**src/rtl/mem_stage_pkg.sv**
```systemverilog
// mem_stage_pkg: FSM encoding, field widths and the MEM->WB record shared by the memory stage.
package mem_stage_pkg;
  localparam int DW = 32;
  localparam int WCW = 4;
  localparam int MXW = 2;
  typedef enum logic {IDLE, ACCESS} state_t;
  typedef struct packed {
    logic valid;
    logic [WCW-1:0] wc;
    logic [DW-1:0] pc;
    logic [DW-1:0] pr;
    logic [DW-1:0] alu_res;
    logic [MXW-1:0] s_mxrb;
    logic w_rb;
  } wb_t;
endpackage

```
**src/rtl/mem_wb_reg.sv**
```systemverilog
// mem_wb_reg: MEM->WB pipeline register with synchronous active-low clear and load enable.
module mem_wb_reg
  import mem_stage_pkg::*;
(
  input  logic clk,
  input  logic rst_n,
  input  logic en,
  input  wb_t  d,
  output wb_t  q
);
  always_ff @(posedge clk)
    if (!rst_n) q <= '0;
    else if (en) q <= d;
endmodule

```
**src/rtl/mem_stage.sv**
```systemverilog
// mem_stage: memory pipeline stage, stalls upstream while a load/store waits for the data-memory ack.
// Define MEM_TIMEOUT_EN to abort an access after TIMEOUT_CYCLES unacknowledged cycles.
module mem_stage
  import mem_stage_pkg::*;
#(
  parameter int TIMEOUT_CYCLES = 16
) (
  input  logic           in_clk,
  input  logic           in_rst_n,
  input  logic           in_valid,
  input  logic [WCW-1:0] in_WC,
  input  logic [DW-1:0]  in_PC,
  input  logic [DW-1:0]  in_alu_res,
  input  logic [DW-1:0]  in_store_data,
  input  logic           in_RD,
  input  logic           in_WR,
  input  logic [MXW-1:0] in_S_MXRB,
  input  logic           in_W_RB,
  output logic           out_dm_req,
  output logic           out_dm_we,
  output logic [DW-1:0]  out_dm_addr,
  output logic [DW-1:0]  out_dm_wdata,
  input  logic [DW-1:0]  in_dm_rdata,
  input  logic           in_dm_ack,
  output logic           out_valid,
  output logic [WCW-1:0] out_WC,
  output logic [DW-1:0]  out_PC,
  output logic [DW-1:0]  out_PR,
  output logic [DW-1:0]  out_alu_res,
  output logic [MXW-1:0] out_S_MXRB,
  output logic           out_W_RB,
  output logic           out_stall,
  output logic           out_bus_err
);
  state_t state, nxt;
  logic start, ack, to, done;
  wb_t d, q;
  assign start = state == IDLE && in_valid && (in_RD || in_WR);
  assign ack = state == ACCESS && in_dm_ack;
`ifdef MEM_TIMEOUT_EN
  localparam int CW = $clog2(TIMEOUT_CYCLES + 1);
  logic [CW-1:0] cnt;
  logic bus_err;
  assign to = state == ACCESS && !in_dm_ack && cnt == CW'(TIMEOUT_CYCLES - 1);
  always_ff @(posedge in_clk) begin
    cnt <= (!in_rst_n || state == IDLE) ? '0 : cnt + 1'b1;
    bus_err <= in_rst_n && to;
  end
  assign out_bus_err = bus_err;
`else
  assign to = 1'b0;
  assign out_bus_err = 1'b0;
`endif
  // A timed-out access still retires, so upstream must be released on that cycle too
  assign done = state == IDLE ? in_valid && !start : ack || to;
  assign out_stall = start || (state == ACCESS && !done);
  always_comb nxt = start ? ACCESS : (state == ACCESS && done) ? IDLE : state;
  always_ff @(posedge in_clk)
    if (!in_rst_n) begin
      state <= IDLE;
      out_dm_req <= 1'b0;
      out_dm_we <= 1'b0;
      out_dm_addr <= '0;
      out_dm_wdata <= '0;
    end else begin
      state <= nxt;
      if (start) begin
        out_dm_req <= 1'b1;
        out_dm_we <= in_WR;
        out_dm_addr <= in_alu_res;
        out_dm_wdata <= in_store_data;
      end else if (state == ACCESS && done) out_dm_req <= 1'b0;
    end
  // Bubbles are fully zeroed so idle WB outputs stay deterministic
  always_comb begin
    d = '0;
    if (done) begin
      d.valid = 1'b1;
      d.wc = in_WC;
      d.pc = in_PC;
      d.pr = (ack && in_RD && !in_WR) ? in_dm_rdata : '0;
      d.alu_res = in_alu_res;
      d.s_mxrb = in_S_MXRB;
      d.w_rb = in_W_RB && !to;
    end
  end
  mem_wb_reg u_wb (.clk(in_clk), .rst_n(in_rst_n), .en(1'b1), .d(d), .q(q));
  assign out_valid = q.valid;
  assign out_WC = q.wc;
  assign out_PC = q.pc;
  assign out_PR = q.pr;
  assign out_alu_res = q.alu_res;
  assign out_S_MXRB = q.s_mxrb;
  assign out_W_RB = q.w_rb;
endmodule

```
**config.mk**
```make
export PLATFORM = sky130hd
export DESIGN_NAME = mem_stage
export DESIGN_NICKNAME = d
export VERILOG_FILES = /design/src/rtl/mem_stage_pkg.sv /design/src/rtl/mem_wb_reg.sv /design/src/rtl/mem_stage.sv
export SDC_FILE = /design/constraint.sdc
export NUM_CORES = 1
export LEC_CHECK = 0
export CORE_AREA = 5 5 133 135
export DETAILED_ROUTE_END_ITERATION = 12
export DIE_AREA = 0 0 138 140
export GPL_ROUTABILITY_DRIVEN = 0
export PLACE_DENSITY = 0.84
export SYNTH_ARGS = -nofsm -noshare
export SYNTH_HDL_FRONTEND = slang
export SYNTH_SLANG_ARGS = --single-unit
```
**constraint.sdc**
```tcl
create_clock -name in_clk -period 1.13 [get_ports in_clk]
set_clock_uncertainty 0.1 [all_clocks]
set_input_delay 0.1695 -clock in_clk [delete_from_list [all_inputs] [get_ports in_clk]]
set_output_delay 0.1695 -clock in_clk [all_outputs]
set_load 0.05 [all_outputs]
```
==> metrics.md <==
| Metric | Value |
|---|---|
| Syn Nets | 658 |
| Net Sw Frac | 29.33% |
| CP Capture Type | output port |
| Int Power | 0.01145 W |
| Worst Reg-to-Reg Cells | 6 |
| Die W | approximately 140 um |
| Post-route ant nets | 0 |
| PortBufs | 311 |
| GRT Util Overall | 25.07% |
| Vias in the first global route | 5866 |
| Worst r2r src | state |
| Most common cell after layout, fill and taps aside | buf_12 |
| Pwr dens | 1273 nW/um^2 |
| Cell count after synthesis | 517 |
| Min-delay src | in_rst_n |
| Post-DP HPWL | approximately 15000 um |
| Uppermost layer routed | met4 |
| Setup_tns | -65.25 ns |
| WP data arrival | 1.33 ns |
| Htree depth | 4 |
| First-pass GRT wire length | 36890 um |
| Maximum buffer depth of the clock tree | 2 |
| P_sw | 0.004750 W |
| #FFs+latches synth | 170 |
| Iteration-0 DRC Markers | 263 |
| Final WS setup | -0.4708 ns |
| Cell depth of the worst hold path | 3 |
| Largest stage delay, worst path | 0.54 ns |
| Leakage | 5.284 nW |
| Worst Path Max Fanout | 4 |
| CTS tree | yes |
| CP cell instances | clkdlybuf4s50_1 -> buf_4 -> o22ai_4 -> buf_12 |
| Vias per cell | 4.742 |
| Design Area, Final | 12720 sq um |
| Reg2reg end | out_dm_addr[0] |
| Dpl cells | 1037 |
| Slowest CP cell | clkdlybuf4s50_1 |
| Reg power frac | around 40% |
| Worst Hold Path EP | out_dm_we |
| RSZ-0062 raised after global routing | true |
| Clock sink count | 170 |
| Worst EP required | around 0.86 ns |
| Root buf cell | clkbuf_16 |
| Most frequent cells in the layout | buf_12 (189), dfxtp_2 (166), clkdlybuf4s50_1 (137) |
| Register area share after synthesis | 62.93% |
| I/O pin total | 313 |
| DR WL met3 | a little under 2000 um |
| Wire per inst | 23.64 um |
| Setup crit start kind | input pin |
| Max VDD drop | 0.9667 mV |
| DR WL met2 | 14710 um |
| Final worst-path cycle share | 141.7% |
| Pin count of the biggest net entering global routing | 65 |
| Status | complete, but fails checks |
| Worst Hold Class | input pin to flop |
| Number of remaining DRC errors | 0 |
| Post-Route M1 WL | 9459 um |
| Failing checks | negative setup slack |
| Max Slew Vio Count | 0 |
| Die Ht | 140 um |
| Clk network pwr share | 35.5% |
| Finished Layout Cells | 1135 |
| Share of layout cells above drive strength 1 | 59.85% |
| Pre-antenna DRT Iters | 4 |
| Synthesized area per cell | 10.46 sq um |
| Netlist cell types | 23 |
| Proportion of power drawn by combinational gates | 24.2% |
| Critical path class | input pin to output port |
| Final core utilization | 77.81% |
| Antenna violations before repair | 1 |
| Syn Std Cell Area | 5408 sq um |
| Nets@finish | 1042 |
| Area delta synth->final | 135.2% |
| # Max-Cap Violations | 0 |
| Final Hold Viols | 0 |
| Ys Warns | 0 |
| Worst-path clk slew | 0.07 ns |
| WL final | approximately 27000 um |
| Initial Utilization | 33.08% |
| Placed cell area | 10630 sq um |
| Worst reg2reg setup slack | -0.44 ns |
| DR vias | 5382 |
| Final setup vio count | 340 |
| Skew-Pair Late Insertion Delay | 0.42 ns |
| Fmax | about 620 MHz |
| Grt ovf | 0 |
| Crit path time final | 1.601 ns |
| TritonCTS Buffers | 17 |
| Full die area | 19320 sq um |
| Core footprint | roughly 16000 sq um |
| FP Rows | 47 |
worst max path at each step:
stage,from,end,cells after the start
3_3_place_gp,in_valid,u_wb.q[96],5
2_1_floorplan,state,out_dm_addr[0],4
5_1_grt,state,out_stall,4
4_1_cts,state,out_stall,4
3_5_place_dp,in_RD,out_dm_wdata[16],5
6_report,in_dm_ack,out_stall,4
logic make-up (layout without fill, tap and decap cells):
logic type / Yosys count / count (layout) / share of synthesized area [%]
muxes: 64 / 64 / 11.85
and+or+nand+nor: 240 / 240 / 20.85
AOI/OAI and AO/OA: 5 / 5 / 0.7635
DFF: 170 / 170 / 62.93
other: 1 / 2 / 0.06935
buffers and inverters: 37 / 434 / 3.540
cell usage after synthesis:
cell	n	area, sq um
nand4b_1	1	8.760
o22ai_1	1	6.260
nor2_8	1	20.02
buf_2	18	90.09
nor2b_2	1	8.760
a31o_2	1	8.760
and2_1	34	212.7
dfxtp_1	170	3403
nand2_1	129	484.2
buf_4	7	52.55
nor2_4	1	11.26
buf_1	1	3.750
a22oi_2	1	12.51
mux2i_1	64	640.6
and3_1	39	244.0
nor2_1	33	123.9
a21oi_1	1	5.000
clkbuf_2	3	15.01
conb_1	1	3.750
clkbuf_1	7	26.28
a22o_1	1	8.760
nand2b_4	1	13.76
inv_1	1	3.750
per-layer routing:
metal,vias up,GRT usage (%)
met5,-,0
met4,0,9.204
met3,44,8.419
met2,293,46.56
met1,2614,26.30
li1,2431,-
power by group through the flow:
stage,logic [W],clock network [W],registers (W)
after floorplan,0.000577,0,0.00730
after global placement,0.00305,0,0.00659
after detailed placement,0.00310,0,0.00660
after CTS,0.00370,0.00577,0.00651
after global routing,0.00402,0.00609,0.00654
final,0.00392,0.00576,0.00652
final cells by class:
type,count,area [sq um]
Antenna cell,1,2.502
Clock buffer,19,432.9
Clock inverter,13,137.6
Fill cell,854,3628
Inverter,1,8.758
Multi-Input combinational cell,310,2218
Sequential cell,170,3626
Tap cell,220,275.3
Timing Repair Buffer,401,6018
sequential cells by signal, indices dropped and copies added, names as in the netlist:
register / flops
out_dm_addr: 32
state: 1
u_wb.q: 104
out_dm_wdata: 32
out_dm_we: 1
through the flow:
stage / total power, W / setup WS [ns] / hold slack, ns
after floorplan: 0.007872 / -0.1701 / 0.1912
after global placement: 0.009633 / -0.4947 / 0.3787
after detailed placement: 0.009709 / -0.5603 / 0.3845
after CTS: 0.01599 / -0.4475 / 0.1172
after global routing: 0.01665 / -0.5032 / 0.1578
final: 0.01620 / -0.4708 / 0.1630
critical path: cells and delay by family:
family,cells,cell delay (ns)
buffers and inverters,3,0.93
AO/OA/AOI/OAI,1,0.23
repair_timing:
action | 4_1_cts | 5_1_grt
hold buffers | 0 | 0
pin swaps | 28 | 28
resized for setup | 256 | 85
gates cloned | 17 | 0
buffers inserted | 38 | 23
setup endpoints to repair | 340 | 340
No activity file was read; power rests on OpenSTA's default activity.
